$ cat src/rtl/bus_responder.sv
// rtl/bus_responder.sv - CPU bus decode with mirrored device maps, fixed-latency read return and OAM DMA engine
module bus_responder #(
  parameter int                    ADDR_WIDTH = 16,
  parameter int                    DATA_WIDTH = 8,
  parameter logic [ADDR_WIDTH-1:0] DMA_REG    = 16'h4014,
  parameter logic [ADDR_WIDTH-1:0] OAM_PORT   = 16'h0004
) (
  input  logic                  clk,
  input  logic                  reset,
  input  logic [ADDR_WIDTH-1:0] addr_in,
  input  logic [DATA_WIDTH-1:0] data_in,
  input  logic                  rw,
  input  logic                  valid,
  input  logic [DATA_WIDTH-1:0] dev_rdata,
  output logic                  cpu_rdy,
  output logic                  ram_cs,
  output logic                  ppu_cs,
  output logic                  apu_cs,
  output logic                  cart_cs,
  output logic [ADDR_WIDTH-1:0] dev_addr,
  output logic                  dev_rw,
  output logic [DATA_WIDTH-1:0] dev_wdata,
  output logic [DATA_WIDTH-1:0] cpu_rdata,
  output logic                  cpu_rdata_valid,
  output logic                  dma_active
);

  localparam logic [ADDR_WIDTH-1:0] PPU_BASE  = 'h2000;
  localparam logic [ADDR_WIDTH-1:0] APU_BASE  = 'h4000;
  localparam logic [ADDR_WIDTH-1:0] CART_BASE = 'h4020;

  typedef enum logic [2:0] {
    S_IDLE,
    S_ALIGN,
    S_ALIGN2,
    S_READ,
    S_WRITE
  } state_e;

  state_e                state_q, state_d;
  logic [DATA_WIDTH-1:0] page_q, page_d;
  logic [7:0]            index_q, index_d;
  logic                  parity_q;
  logic                  rd_pend_q, rd_pend_d;

  logic                  cpu_rdy_q, cpu_rdy_d;
  logic                  ram_cs_q, ram_cs_d;
  logic                  ppu_cs_q, ppu_cs_d;
  logic                  apu_cs_q, apu_cs_d;
  logic                  cart_cs_q, cart_cs_d;
  logic [ADDR_WIDTH-1:0] dev_addr_q, dev_addr_d;
  logic                  dev_rw_q, dev_rw_d;
  logic [DATA_WIDTH-1:0] dev_wdata_q, dev_wdata_d;
  logic [DATA_WIDTH-1:0] cpu_rdata_q, cpu_rdata_d;
  logic                  cpu_rdata_valid_q, cpu_rdata_valid_d;
  logic                  dma_active_q, dma_active_d;

  logic                  cpu_acc;
  logic                  dma_start;
  logic [ADDR_WIDTH-1:0] dma_addr;
  logic [ADDR_WIDTH-1:0] dec_in;
  logic                  dec_ram, dec_ppu, dec_apu, dec_cart;
  logic [ADDR_WIDTH-1:0] dec_addr;

  // cpu_rdy_q is low exactly while the FSM is outside IDLE, so CPU accesses only occur in IDLE
  assign cpu_acc   = valid & cpu_rdy_q;
  assign dma_start = cpu_acc & ~rw & (addr_in == DMA_REG);
  assign dma_addr  = {page_q, index_d};
  assign dec_in    = (state_q == S_IDLE) ? addr_in : dma_addr;

  always_comb begin
    dec_ram  = 1'b0;
    dec_ppu  = 1'b0;
    dec_apu  = 1'b0;
    dec_cart = 1'b0;
    dec_addr = '0;
    if (dec_in < PPU_BASE) begin
      dec_ram  = 1'b1;
      dec_addr = ADDR_WIDTH'(dec_in[10:0]);
    end else if (dec_in < APU_BASE) begin
      dec_ppu  = 1'b1;
      dec_addr = ADDR_WIDTH'(dec_in[2:0]);
    end else if (dec_in < CART_BASE) begin
      dec_apu  = 1'b1;
      dec_addr = ADDR_WIDTH'(dec_in[4:0]);
    end else begin
      dec_cart = 1'b1;
      dec_addr = dec_in;
    end
  end

  always_ff @(posedge clk or posedge reset) begin
    if (reset) begin
      state_q   <= S_IDLE;
      page_q    <= '0;
      index_q   <= '0;
      parity_q  <= 1'b0;
      rd_pend_q <= 1'b0;
    end else begin
      state_q   <= state_d;
      page_q    <= page_d;
      index_q   <= index_d;
      parity_q  <= ~parity_q;
      rd_pend_q <= rd_pend_d;
    end
  end

  always_comb begin
    state_d = state_q;
    page_d  = page_q;
    index_d = index_q;
    case (state_q)
      S_IDLE: begin
        if (dma_start) begin
          state_d = S_ALIGN;
          page_d  = data_in;
          index_d = 8'd0;
        end
      end
      S_ALIGN:  state_d = parity_q ? S_ALIGN2 : S_READ;
      S_ALIGN2: state_d = S_READ;
      S_READ:   state_d = S_WRITE;
      S_WRITE: begin
        if (index_q == 8'hFF) begin
          state_d = S_IDLE;
        end else begin
          state_d = S_READ;
          index_d = index_q + 8'd1;
        end
      end
      default:  state_d = S_IDLE;
    endcase
  end

  // Outputs are computed for the cycle being entered, so every port comes straight from a flop
  always_comb begin
    ram_cs_d          = 1'b0;
    ppu_cs_d          = 1'b0;
    apu_cs_d          = 1'b0;
    cart_cs_d         = 1'b0;
    dev_addr_d        = dev_addr_q;
    dev_rw_d          = 1'b1;
    dev_wdata_d       = dev_wdata_q;
    rd_pend_d         = 1'b0;
    cpu_rdata_d       = rd_pend_q ? dev_rdata : cpu_rdata_q;
    cpu_rdata_valid_d = rd_pend_q;
    cpu_rdy_d         = (state_d == S_IDLE);
    dma_active_d      = (state_d != S_IDLE);
    if (state_d == S_READ) begin
      ram_cs_d   = dec_ram;
      ppu_cs_d   = dec_ppu;
      apu_cs_d   = dec_apu;
      cart_cs_d  = dec_cart;
      dev_addr_d = dec_addr;
    end else if (state_d == S_WRITE) begin
      ppu_cs_d    = 1'b1;
      dev_addr_d  = OAM_PORT;
      dev_rw_d    = 1'b0;
      dev_wdata_d = dev_rdata;
    end else if (cpu_acc && !dma_start) begin
      ram_cs_d    = dec_ram;
      ppu_cs_d    = dec_ppu;
      apu_cs_d    = dec_apu;
      cart_cs_d   = dec_cart;
      dev_addr_d  = dec_addr;
      dev_rw_d    = rw;
      dev_wdata_d = data_in;
      rd_pend_d   = rw;
    end
  end

  always_ff @(posedge clk or posedge reset) begin
    if (reset) begin
      cpu_rdy_q         <= 1'b1;
      ram_cs_q          <= 1'b0;
      ppu_cs_q          <= 1'b0;
      apu_cs_q          <= 1'b0;
      cart_cs_q         <= 1'b0;
      dev_addr_q        <= '0;
      dev_rw_q          <= 1'b1;
      dev_wdata_q       <= '0;
      cpu_rdata_q       <= '0;
      cpu_rdata_valid_q <= 1'b0;
      dma_active_q      <= 1'b0;
    end else begin
      cpu_rdy_q         <= cpu_rdy_d;
      ram_cs_q          <= ram_cs_d;
      ppu_cs_q          <= ppu_cs_d;
      apu_cs_q          <= apu_cs_d;
      cart_cs_q         <= cart_cs_d;
      dev_addr_q        <= dev_addr_d;
      dev_rw_q          <= dev_rw_d;
      dev_wdata_q       <= dev_wdata_d;
      cpu_rdata_q       <= cpu_rdata_d;
      cpu_rdata_valid_q <= cpu_rdata_valid_d;
      dma_active_q      <= dma_active_d;
    end
  end

  assign cpu_rdy         = cpu_rdy_q;
  assign ram_cs          = ram_cs_q;
  assign ppu_cs          = ppu_cs_q;
  assign apu_cs          = apu_cs_q;
  assign cart_cs         = cart_cs_q;
  assign dev_addr        = dev_addr_q;
  assign dev_rw          = dev_rw_q;
  assign dev_wdata       = dev_wdata_q;
  assign cpu_rdata       = cpu_rdata_q;
  assign cpu_rdata_valid = cpu_rdata_valid_q;
  assign dma_active      = dma_active_q;

endmodule

$ cat config.mk
export PLATFORM = sky130hd
export DESIGN_NAME = bus_responder
export DESIGN_NICKNAME = d
export VERILOG_FILES = /design/src/rtl/bus_responder.sv
export SDC_FILE = /design/constraint.sdc
export NUM_CORES = 1
export LEC_CHECK = 0
export ABC_CLOCK_PERIOD_IN_PS = 7600
export CAP_MARGIN = 20
export CORE_UTILIZATION = 26
export CTS_CLUSTER_SIZE = 30
export DETAILED_ROUTE_END_ITERATION = 10
export RECOVER_POWER = 25
export SETUP_SLACK_MARGIN = 0.15
export SLEW_MARGIN = 20
export SYNTH_ARGS = -nofsm -noshare
export SYNTH_HDL_FRONTEND = slang
export SYNTH_SLANG_ARGS = --single-unit
$ cat constraint.sdc
create_clock -name clk -period 7.6 [get_ports clk]
set_clock_uncertainty 0.15 [all_clocks]
set_input_delay 1.14 -clock clk [delete_from_list [all_inputs] [get_ports clk]]
set_output_delay 1.14 -clock clk [all_outputs]
set_load 0.02 [all_outputs]
==> flow_results.xml <==
<?xml version="1.0" encoding="UTF-8"?>
<metrics>
  <group name="global_routing">
    <metric name="grt_pass1_wl" unit="mm">14.1</metric>
    <metric name="grt_antenna_before_repair" unit="">0</metric>
    <metric name="grt-ovfl-total" unit="">0</metric>
    <metric name="maximum_number_of_pins_on_one_net_before_global_route_repair" unit="">62</metric>
    <metric name="grt_pass1_vias" unit="">2600</metric>
    <metric name="grtUsageTotal" unit="%">14.3</metric>
  </group>
  <group name="logic_synthesis">
    <metric name="synth_unique_cells" unit="">62</metric>
    <metric name="synthCells" unit="">289</metric>
    <metric name="asyncSetResetFlopFracSynth" unit="%">100</metric>
    <metric name="postSynth.topFlopCell" unit="">dfrtp_1</metric>
    <metric name="ys_seq_elements" unit="">61</metric>
    <metric name="yosysWarnings" unit="">0</metric>
    <metric name="synth_enable_flop_cells" unit="">0</metric>
    <metric name="syn_area" unit="µm²">3120</metric>
    <metric name="syn_area_per_cell" unit="µm²">10.8</metric>
    <metric name="synth_nets" unit="">326</metric>
    <metric name="ys_seq_area_share" unit="%">49.0</metric>
  </group>
  <group name="timing">
    <metric name="fraction_of_the_cycle_the_final_worst_path_needs" unit="%">59.8</metric>
    <metric name="setup_viol_count_final" unit="">0</metric>
    <metric name="tightestPinTransition" unit="ps">3310</metric>
    <metric name="grt_setup_unrepaired" unit="">false</metric>
    <metric name="hold_violations" unit="">0</metric>
    <metric name="slew_violations" unit="">62</metric>
    <metric name="period_minus_slack" unit="ps">4550</metric>
    <metric name="timing.fmax" unit="MHz">220</metric>
    <metric name="setup_tns" unit="ps">0</metric>
    <metric name="max_slew_margin" unit="%">-121</metric>
    <metric name="finalHoldWorstSlack" unit="ps">289</metric>
  </group>
  <group name="drt">
    <metric name="drt_first_iter_violations" unit="">198</metric>
    <metric name="detail_route.wl_per_cell" unit="µm">17.2</metric>
    <metric name="route.antenna.remaining_nets" unit="">0</metric>
    <metric name="drc" unit="">1</metric>
    <metric name="routed_vias_inst" unit="">5.01</metric>
    <metric name="first_pass_drt_iterations" unit="">9</metric>
    <metric name="vias" unit="">2530</metric>
    <metric name="sum_of_routed_wire_length_over_all_layers" unit="mm">8.67</metric>
  </group>
  <group name="cells_and_area">
    <metric name="drive_above_1_share" unit="%">14.9</metric>
    <metric name="mostFrequentLayoutCell" unit="">clkdlybuf4s50_1</metric>
    <metric name="syn2layout_area_growth" unit="%">35.2</metric>
    <metric name="final_instance_area" unit="µm²">4220</metric>
    <metric name="number_of_antenna_diodes" unit="">0</metric>
    <metric name="finish.net_count" unit="">394</metric>
    <metric name="post-route-util" unit="%">36.5</metric>
    <metric name="layout_common_cells" unit="">clkdlybuf4s50_1 (66), dfrtp_1 (59), nand2_1 (39)</metric>
  </group>
  <group name="flow_run">
    <metric name="cap_viol_max_count" unit="">1</metric>
  </group>
  <group name="outcome">
    <metric name="violations" unit="">design-rule violations, max-capacitance violations, max-slew violations</metric>
    <metric name="status" unit="">finished, violations left</metric>
  </group>
  <group name="clock_tree">
    <metric name="cts_post_setup_buffers_inserted" unit="">0</metric>
    <metric name="cts-buffers-inserted" unit="">9</metric>
    <metric name="post_cts_hold_buffer_count" unit="">0</metric>
    <metric name="postCtsResizedCells" unit="">0</metric>
    <metric name="clock_tree.root_cell" unit="">clkbuf_16</metric>
    <metric name="ctsLongestPathBuffers" unit="">2</metric>
    <metric name="worst_skew_pair.late_latency" unit="ps">330</metric>
    <metric name="cts-htree-levels" unit="">3</metric>
    <metric name="tritoncts" unit="">yes</metric>
    <metric name="cts.sinks" unit="">61</metric>
    <metric name="clk_pin_slew" unit="ps">50</metric>
  </group>
  <group name="die">
    <metric name="number_of_i_o_pins" unit="">76</metric>
    <metric name="initial_core_util" unit="%">27.0</metric>
    <metric name="fp.dieW" unit="µm">112</metric>
    <metric name="core_region_area" unit="µm²">11600</metric>
    <metric name="die_y" unit="µm">112</metric>
    <metric name="die-area" unit="µm²">12400</metric>
    <metric name="row_count" unit="">39</metric>
  </group>
  <group name="setup_path">
    <metric name="startpoint_type" unit="">primary input</metric>
    <metric name="timing.critical_path.required" unit="ps">7140</metric>
    <metric name="critPathArrivalTime" unit="ps">4080</metric>
    <metric name="timing.setup.critical_path_class" unit="">in2async</metric>
    <metric name="timing.critical_path.from" unit="">reset</metric>
    <metric name="rr_startpoint" unit="">index_q[0]$_DFF_PP0_</metric>
    <metric name="end_kind" unit="">asynchronous set/reset pin</metric>
    <metric name="critical_path_peak_fanout" unit="">61</metric>
  </group>
  <group name="place">
    <metric name="placed_standard_cell_area" unit="µm²">3950</metric>
    <metric name="finalWeightedCongestion" unit="">0.865</metric>
    <metric name="dp.final_hpwl" unit="mm">6.41</metric>
    <metric name="port-buffer-count" unit="">75</metric>
  </group>
  <group name="worst_hold_path">
    <metric name="min_from" unit="">parity_q$_DFF_PP0_</metric>
    <metric name="worst_min_delay_path_category" unit="">reg2reg</metric>
  </group>
  <group name="pwr">
    <metric name="finalPower" unit="mW">0.737</metric>
    <metric name="irDropWorstVdd" unit="µV">115</metric>
    <metric name="leakage" unit="nW">1.73</metric>
    <metric name="power_density" unit="nW/µm²">175</metric>
  </group>
</metrics>
## final cells by class
class	count	area, µm²
fillers	1129	7350
flip-flops and latches	61	1530
multi-input cells	203	1460
repair buffers	76	754
clock buffers	12	246
well taps	143	179
clock inverters	4	23.8
inverters	6	22.5
## final timing paths
| path | to | slack [ps] | cells past startpoint |
|---|---|---|---|
| setup / recovery | dma_active$_DFF_PP0_ | 3050 | 3 |
| hold / removal | parity_q$_DFF_PP0_ | 290 | 1 |
| setup reg to reg | dev_wdata[6]$_DFFE_PP0P_ | 4640 | 6 |
| hold reg to reg | parity_q$_DFF_PP0_ | 290 | 1 |
| max in group clk | page_q[3]$_DFFE_PP0P_ | 3890 | 6 |
| min in group asynchronous | dev_addr[11]$_DFFE_PP0P_ | 2380 | 3 |
## metal layers
metal / global-route usage, % / up-vias / routed length, µm
li1: - / 1188 / -
met1: 18.4 / 1261 / 3950
met2: 23.9 / 67 / 4190
met3: 2.89 / 14 / 368
met4: 5.23 / 0 / 168
met5: 0 / - / 0
## power by group
| part | switching (mW) | internal [mW] | total (mW) |
|---|---|---|---|
| Clock | 0.140 | 0.228 | 0.368 |
| Sequential | 0.00114 | 0.327 | 0.329 |
| Combinational | 0.0187 | 0.0219 | 0.0406 |
| Total | 0.160 | 0.577 | 0.737 |
## cell usage after synthesis, types with 2 or more instances
cell type	count	share of area, %
mux2_2	24	8.7
a31oi_1	2	0.40
nand2_1	39	4.7
a211oi_1	2	0.48
and2_1	2	0.40
and3_1	4	0.80
buf_4	5	1.2
nor4b_1	3	0.84
a21oi_1	15	2.4
clkbuf_1	7	0.84
nor4_1	2	0.40
o21ai_0	7	1.1
nand3_1	7	1.1
mux2i_1	10	3.2
a21o_1	3	0.72
dfstp_2	2	1.7
buf_2	6	0.96
xnor2_1	3	0.84
a22o_1	3	0.84
o21bai_1	2	0.48
o2bb2ai_1	9	2.5
nor3b_1	2	0.48
dfrtp_1	59	47
or2_2	3	0.60
o211ai_1	5	1.2
a2111oi_4	2	1.8
inv_1	6	0.72
o22ai_1	4	0.80
nor3_1	4	0.64
nor2_1	14	1.7
o21a_1	2	0.48
## metrics by stage
step,worst slack [ps],instances
final,3050,505
after global routing,2400,505
after CTS,3920,505
after detailed placement,3570,489
after global placement,3740,489
after floorplan,4590,289
## sequential cells by signal (all words and copies together), names as in the netlist, 3 cells and up
| signal | cells |
|---|---|
| cpu_rdata | 8 |
| dev_addr | 16 |
| dev_wdata | 8 |
| index_q | 8 |
| page_q | 8 |
| state_q | 3 |
## worst max-delay path: stages
cell           delay [ps]
dlygate4sd3_1         540
clkinv_1               40
clkbuf_1             2310
## kinds of logic (layout without fill, tap and decap cells)
kind of cell | after synthesis | count (layout) | share of synthesized area (%)
compound gates | 70 | 70 | 17.6
xor+xnor | 4 | 4 | 1.12
fa+ha+maj | 1 | 1 | 0.401
buf+inv | 25 | 98 | 4.09
flops | 61 | 61 | 49.0
mux | 34 | 34 | 11.9
simple gates | 94 | 94 | 15.9
Power figures use the tool's default switching activity.
